--- src/rtl/div_serial_if.sv ---
// Request/response bundle between the M-extension execute stage (master)
// and the serial divide engine (slave).
interface div_serial_if #(
  parameter int unsigned XLEN = 32
);
  logic            req_i;
  logic [XLEN-1:0] a_i;
  logic [XLEN-1:0] b_i;
  logic            is_q_i;
  logic            ready_o;
  logic [XLEN-1:0] result_o;

  modport master (
    output req_i, a_i, b_i, is_q_i,
    input  ready_o, result_o
  );

  modport slave (
    input  req_i, a_i, b_i, is_q_i,
    output ready_o, result_o
  );
endinterface

--- src/rtl/div_serial.sv ---
// Multi-cycle unsigned radix-2 restoring divider, one quotient bit per cycle.
// Divide-by-zero short-circuits to all-ones quotient / dividend remainder.
module div_serial #(
  parameter int unsigned XLEN = 32
) (
  input  logic         clk_i,
  input  logic         rst_ni,
  div_serial_if.slave  bus
);

  localparam int unsigned CW = $clog2(XLEN + 1);

  typedef enum logic [1:0] {IDLE, BUSY, DONE} state_t;

  state_t          state;
  logic [CW-1:0]   cnt;
  logic [XLEN-1:0] quo;
  logic [XLEN-1:0] rem;
  logic [XLEN-1:0] divisor;
  logic            mode;
  logic            ready_q;
  logic [XLEN-1:0] result_q;

  logic [XLEN:0]   rem_sh;
  logic            no_borrow;
  logic [XLEN-1:0] rem_nxt;
  logic [XLEN-1:0] quo_nxt;

  // The shifted remainder needs XLEN+1 bits; when it is >= divisor the true
  // difference fits in XLEN bits, so the low-word subtract is exact.
  always_comb begin
    rem_sh    = {rem, quo[XLEN-1]};
    no_borrow = (rem_sh >= {1'b0, divisor});
    rem_nxt   = no_borrow ? (rem_sh[XLEN-1:0] - divisor) : rem_sh[XLEN-1:0];
    quo_nxt   = {quo[XLEN-2:0], no_borrow};
  end

  always_ff @(posedge clk_i or negedge rst_ni) begin
    if (!rst_ni) begin
      state    <= IDLE;
      cnt      <= '0;
      quo      <= '0;
      rem      <= '0;
      divisor  <= '0;
      mode     <= 1'b0;
      ready_q  <= 1'b0;
      result_q <= '0;
    end else begin
      ready_q <= 1'b0;
      case (state)
        IDLE: begin
          if (bus.req_i) begin
            if (bus.b_i == '0) begin
              result_q <= bus.is_q_i ? '1 : bus.a_i;
              ready_q  <= 1'b1;
              state    <= DONE;
            end else begin
              quo     <= bus.a_i;
              divisor <= bus.b_i;
              mode    <= bus.is_q_i;
              rem     <= '0;
              cnt     <= CW'(XLEN);
              state   <= BUSY;
            end
          end
        end
        BUSY: begin
          // Dropping req_i abandons the divide silently; result_q is kept.
          if (!bus.req_i) begin
            state <= IDLE;
          end else begin
            quo <= quo_nxt;
            rem <= rem_nxt;
            cnt <= cnt - CW'(1);
            if (cnt == CW'(1)) begin
              result_q <= mode ? quo_nxt : rem_nxt;
              ready_q  <= 1'b1;
              state    <= DONE;
            end
          end
        end
        DONE: begin
          state <= IDLE;
        end
        default: begin
          state <= IDLE;
        end
      endcase
    end
  end

  assign bus.ready_o  = ready_q;
  assign bus.result_o = result_q;

endmodule

--- src/flat_wrapper.sv ---
// flat-port wrapper written by rule: the top's interface ports become plain ports
module div_serial_flat 
#(
  parameter int unsigned XLEN = 32
)
  (clk_i, rst_ni, bus_req_i, bus_a_i, bus_b_i, bus_is_q_i, bus_ready_o, bus_result_o);
  div_serial_if #(.XLEN(XLEN)) bus_i ();
  input  logic clk_i;
  input  logic rst_ni;
  input wire logic [$bits(bus_i.req_i)-1:0] bus_req_i;
  input wire logic [$bits(bus_i.a_i)-1:0] bus_a_i;
  input wire logic [$bits(bus_i.b_i)-1:0] bus_b_i;
  input wire logic [$bits(bus_i.is_q_i)-1:0] bus_is_q_i;
  output wire logic [$bits(bus_i.ready_o)-1:0] bus_ready_o;
  output wire logic [$bits(bus_i.result_o)-1:0] bus_result_o;
  assign bus_i.req_i = bus_req_i;
  assign bus_i.a_i = bus_a_i;
  assign bus_i.b_i = bus_b_i;
  assign bus_i.is_q_i = bus_is_q_i;
  assign bus_ready_o = bus_i.ready_o;
  assign bus_result_o = bus_i.result_o;
  div_serial #(.XLEN(XLEN)) u_core (.clk_i(clk_i), .rst_ni(rst_ni), .bus(bus_i));
endmodule
--- config.mk ---
export PLATFORM = sky130hd
export DESIGN_NAME = div_serial_flat
export DESIGN_NICKNAME = d
export VERILOG_FILES = /design/src/rtl/div_serial_if.sv /design/src/rtl/div_serial.sv /design/src/flat_wrapper.sv
export SDC_FILE = /design/constraint.sdc
export NUM_CORES = 1
export LEC_CHECK = 0
export BUFFER_PORTS_ARGS = -buffer_cell sky130_fd_sc_hd__buf_2
export CORE_ASPECT_RATIO = 1.75
export CORE_MARGIN = 10
export CORE_UTILIZATION = 55
export CTS_BUF_LIST = sky130_fd_sc_hd__clkbuf_2
export CTS_CLUSTER_DIAMETER = 60
export DETAILED_ROUTE_END_ITERATION = 8
export PLACE_DENSITY = 0.78
export SETUP_SLACK_MARGIN = 0.15
export SLEW_MARGIN = 20
export SYNTH_ARGS = -nofsm -noshare
export SYNTH_HDL_FRONTEND = slang
export SYNTH_SLANG_ARGS = --single-unit
export TNS_END_PERCENT = 10
--- constraint.sdc ---
create_clock -name clk_i -period 3.46 [get_ports clk_i]
set_clock_uncertainty 0.05 [all_clocks]
set_input_delay 0.346 -clock clk_i [delete_from_list [all_inputs] [get_ports clk_i]]
set_output_delay 0.346 -clock clk_i [all_outputs]
set_load 0.1 [all_outputs]
# Word-level counts from Yosys, hierarchy flattened
# Index checks and enable logic that the tools add are counted.
[word_totals]
out_inout_bits = 33
input_bits = 68
ff_bits = 138
elab_cells = 57
[classes]
eq_ne = 8
add_sub_neg = 2
n_mux = 30
reduce_logical = 7
bitwise_logic = 1
magnitude_cmp = 1
[op_table]
columns = ["cell", "count"]
rows = [
  ["32-bit two-way mux", 13],
  ["32-bit one-hot mux with 2 select lines", 3],
  ["33-bit by 32-bit >= comparator with 1-bit output", 1],
  ["32-bit zero test", 1],
  ["32-bit subtractor", 1],
  ["6-bit two-way mux", 3],
  ["6-bit one-hot mux with 2 select lines", 1],
  ["2-bit two-way mux", 4],
  ["6-bit by 1-bit equality test with 1-bit output (second input constant)", 1],
  ["2-bit != test (second input constant)", 3],
  ["6-bit by 1-bit subtractor with 6-bit output (second input constant)", 1],
  ["5-bit AND reduction", 1],
  ["1-bit two-way mux", 4],
  ["2-bit by 1-bit != test with 1-bit output (second input constant)", 2],
  ["2-bit one-hot mux with 2 select lines", 1],
  ["4-bit AND reduction", 1],
  ["3-bit by 2-bit != test with 1-bit output (second input constant)", 1],
  ["3-bit AND reduction", 1],
  ["2-bit by 1-bit equality test with 1-bit output (second input constant)", 1],
  ["2-bit zero test", 1],
  ["1-bit one-hot mux with 2 select lines", 1],
  ["2-bit AND reduction", 1],
  ["2-bit nonzero test", 1],
  ["1-bit inverter", 1],
]

# Logic depth before layout (Yosys ltp)
[logic_depth]
word_depth = 6
depth_mapped = 13

# Worst setup path before layout
# OpenSTA, ideal clock, no wires.
[synth_path]
kind = "register to register"
start = "register u_core.rem[23]"
end = "register u_core.result_q[23] (netlist: u_core.bus.result_o[23])"
arrival_ns = 2.568
stages_incl_launch_ff = 13
path_slack_ns = 0.704
cell_sequence = "dfrtp_1 -> ha_1 -> buf_6 -> a2111o_1 -> or2_0 -> o221ai_1 -> o21a_2 -> o2111ai_4 -> and2_4 -> buf_6 -> buf_6 -> mux2i_1 -> a21oi_1"
[synth_via]
elab_chain_cells = 6
[synth_rtl]
columns = ["item", "line", "source"]
rows = [
  ["from (decl)", "div_serial.sv:18", "logic [XLEN-1:0] rem;"],
  ["from (signal assigned)", "div_serial.sv:73", "rem <= rem_nxt;"],
  ["33-bit by 32-bit >= comparator with 1-bit output", "div_serial.sv:33", "no_borrow = (rem_sh >= {1'b0, divisor});"],
  ["32-bit two-way mux", "div_serial.sv:34", "rem_nxt = no_borrow ? (rem_sh[XLEN-1:0] - divisor) : rem_sh[XLEN-1:0];"],
  ["32-bit two-way mux", "div_serial.sv:76", "result_q <= mode ? quo_nxt : rem_nxt;"],
  ["32-bit two-way mux", "div_serial.sv:75", "if (cnt == CW'(1)) begin"],
  ["32-bit two-way mux", "div_serial.sv:69", "if (!bus.req_i) begin"],
  ["32-bit one-hot mux with 2 select lines", "div_serial.sv:50", "case (state)"],
  ["to (signal assigned)", "div_serial.sv:54", "result_q <= bus.is_q_i ? '1 : bus.a_i;"],
  ["to (signal assigned)", "div_serial.sv:76", ""],
  ["to (decl)", "div_serial.sv:22", "logic [XLEN-1:0] result_q;"],
]
# Every way passes these cells. The select of a mux whose other input is x is not followed.
# A chain may end at the register's enable or synchronous reset.

# Final worst setup path
[layout_path]
start = "register u_core.quo[31]"
end = "register u_core.result_q[30] (netlist: u_core.bus.result_o[30])"
[layout_via]
elab_chain_cells = 6
elab_cells_between_ends = 7
cone_classes = "add/sub: 1; order compare: 1; mux: 5"
[layout_rtl]
columns = ["item", "line", "source"]
rows = [
  ["from (decl)", "div_serial.sv:17", "logic [XLEN-1:0] quo;"],
  ["from (signal assigned)", "div_serial.sv:58", "quo <= bus.a_i;"],
  ["from (signal assigned)", "div_serial.sv:72", "quo <= quo_nxt;"],
  ["32-bit subtractor / 33-bit by 32-bit >= comparator with 1-bit output (equally long branches)", "div_serial.sv:34, div_serial.sv:33", ""],
  ["32-bit two-way mux *", "div_serial.sv:34", ""],
  ["32-bit two-way mux *", "div_serial.sv:76", ""],
  ["32-bit two-way mux *", "div_serial.sv:75", ""],
  ["32-bit two-way mux *", "div_serial.sv:69", ""],
  ["32-bit one-hot mux with 2 select lines *", "div_serial.sv:50", ""],
]
# Every way passes the cells marked *; elsewhere a longest branch is shown, timed or not. The select of a mux whose other input is x is not followed.

==> run_results.csv <==
group,metric,value,unit
final_layout,finalNetCount,1148,
logic_synthesis,syn-cell-area,0.00837,mm^2
place,port-buffer-count,100,
logic_synthesis,netlist_instances,888,
logic_synthesis,ys_ff_latch,138,
grt,grt_max_degree,100,
logic_synthesis,ys_types,71,
logic_synthesis,synth_ff_type,"dfrtp_1",
clock_tree,cts_tree,"built",
sta,rsz0062_at_grt,"false",
die,core-area,0.0149,mm^2
sta,finalMaxSlewViolations,0,
logic_synthesis,ys_seq_area_share,41.3,%
place,place_hpwl,18200,um
logic_synthesis,synth_fp_nets,991,
die,row_count,59,
worst_setup_path,worst_setup_path_end_kind,"flop",
clock_tree,cts_buffer_depth,2,
sta,setup_violations,0,
route,vias,7791,
worst_setup_path,reg2reg_slack,0.24,ns
route,wl_per_cell,20.1,um
place,place_congestion,0.993,
clock_tree,clock_latency,0.75,ns
worst_setup_path,reg2regPathDepth,12,
worst_setup_path,startpoint_type,"flop",
power_and_ir_drop,p_per_area,589,mW/mm^2
sta,fin_tns_setup,0,ns
logic_synthesis,synth_warnings,0,
die,die_y,183,um
worst_setup_path,crit_required,4.06,ns
sta,hold_violations,0,
clock_tree,cts.sinks,138,
clock_tree,cts-buffers-inserted,17,
logic_synthesis,synth.area.top_cells,"dfrtp_1 41%, mux2i_1 6.1%, ha_1 5.1%",
worst_hold_path,hold_class,"input port to async pin",
die,start_util,56.1,%
final_layout,area_growth_syn_to_layout,19.9,%
logic_synthesis,synthArstFlopShare,100,%
route,first_iter_violations,721,
sta,timing.final.crit_period,3.22,ns
worst_setup_path,path_max_fanout,6,
logic_synthesis,synth.largest_area_cell,"dfrtp_1",
final_layout,final_util,67.3,%
clock_tree,cts.clk_slew.worst_paths,0.27,ns
route,remaining_drc_errors,0,
route,vias_per_cell,6.27,
sta,tightest_slew,1.09,ns
final_layout,layout-drive-gt1-share,19.8,%
route,firstDrtPassIters,7,
worst_setup_path,cp_data_arrival_time,3.82,ns
grt,grt_pass1_wl,40500,um
logic_synthesis,synth.top_cell.area_share,41.3,%
job,cap_viol_max_count,0,
logic_synthesis,synth_enable_flop_cells,0,
outcome,status,"completed",
clock_tree,htree_levels,4,
logic_synthesis,avgSynthCellArea,9.42,um^2
worst_setup_path,criticalPathCategory,"flop to flop",
route,drtAntennaViolNets,0,
power_and_ir_drop,peakVddDrop,0.000370,V
grt,grt_overflow_total,0,
grt,grt_pass1_vias,7950,
sta,fmax,310,MHz
grt,track_usage,23.8,%
die,die_x,113,um
clock_tree,cts-root-buf,"clkbuf_2",
sta,whs,0.0706,ns
die,io_pins,101,
power_and_ir_drop,p_leak,4.67,nW
grt,grt_antenna_before_repair,1,
route,routed_wl,25000,um
die,die-area,0.0207,mm^2
sta,slew_headroom,27.1,%
sta,final.period_utilization,93.1,%
-- worst max-delay path, cell delays in order, from the launching register on --
cell and delay, ns:
dfrtp_1 0.43, inv_1 0.07, ha_1 0.19, inv_1 0.06, fa_1 0.20, a21o_1 0.12, a21oi_1 0.10, o211ai_1 0.29
nor4b_2 0.62, o21ai_0 0.33, a21oi_1 0.21, o221ai_1 0.19, a211oi_1 0.26
-- cells by family (layout without fill, tap and decap cells) --
group	count (synthesis)	count (layout)	synth area share, %
buf+inv	93	263	4.62
other cells	0	2	0
mux	84	84	10.5
simple gates	237	237	14.3
fa+ha+maj	35	35	5.32
xor+xnor	29	29	3.03
compound gates	272	272	20.9
flops	138	138	41.3
-- flip-flops by register name (all words and copies together) (netlist names) --
signal               count
u_core.bus.result_o     32
u_core.divisor          32
u_core.quo              32
u_core.rem              32
u_core.cnt               6
u_core.state             2
u_core.bus.ready_o       1
u_core.mode              1
-- area by class of cell --
| cell class | instances | area [um^2] |
|---|---|---|
| Fill cell | 1215 | 4870 |
| Multi-Input combinational cell | 657 | 4550 |
| Sequential cell | 138 | 3450 |
| Timing Repair Buffer | 190 | 1400 |
| Tap cell | 183 | 229 |
| Clock inverter | 14 | 158 |
| Inverter | 41 | 154 |
| Clock buffer | 18 | 90.1 |
| Antenna cell | 2 | 5.00 |
-- cell usage after synthesis (17+ instances only) --
library cell	number
mux2_2	33
nor2_1	47
dfrtp_1	138
a221oi_1	18
or3_1	17
xnor2_1	17
o21ai_0	77
mux2i_1	51
a21oi_1	37
inv_1	40
ha_1	34
clkbuf_1	40
o21ai_1	50
nand2_1	74
nand3_1	17
-- cell usage in the layout (no fill, tap or decap), drive strengths merged, types with 5 or more instances in the layout --
master / instances
a211oi: 6
a21o: 14
a21oi: 37
a221oi: 18
a31oi: 9
a32oi: 9
and2: 8
and3: 5
buf: 125
clkbuf: 18
dfrtp: 138
dlygate4sd3: 65
ha: 34
inv: 47
mux2: 33
mux2i: 51
nand2: 76
nand2b: 5
nand3: 17
nand4: 7
nor2: 48
nor2b: 5
nor3: 15
nor4: 16
o211ai: 6
o21ai: 127
o221ai: 12
o31ai: 5
or3: 17
xnor2: 17
xor2: 12
-- through the flow --
stage / worst slack (ns) / cells / area (um^2) / total power, mW
after floorplan: 0.704 / 888 / 8370 / 4.20
after global placement: 0.240 / 1144 / 9140 / 4.78
after detailed placement: 0.193 / 1144 / 9140 / 4.83
after CTS: 0.328 / 1241 / 10000 / 5.90
after global routing: 0.174 / 1242 / 10000 / 6.21
final: 0.238 / 1243 / 10000 / 5.91
-- power breakdown --
group	switching, mW	internal (mW)	total, mW
Sequential	0.266	1.96	2.23
Clock	0.678	0.348	1.03
Combinational	1.84	0.822	2.66
-- layer usage --
layer	GRT usage (%)	wire (um)
met3	4.08	1560
met2	40.8	12700
met5	0	0
met1	28.0	9660
met4	12.0	1100
-- repair_timing --
action / CTS / global route
hold buffers: 65 / 0
hold endpoints to repair: 160 / 0
setup buffers: 0 / 0
gates resized for setup: 0 / 0
-- final timing paths --
| check | start | end |
|---|---|---|
| setup reg to reg | u_core.quo[31] | u_core.bus.result_o[30] |
| setup / recovery | u_core.quo[31] | u_core.bus.result_o[30] |
| max in group asynchronous | rst_ni | u_core.quo[18] |
| hold / removal | rst_ni | u_core.divisor[7] |
| min in group clk_i | bus_req_i | u_core.rem[15] |
| hold reg to reg | u_core.divisor[30] | u_core.divisor[30] |
(Power assumes the default switching activity.)
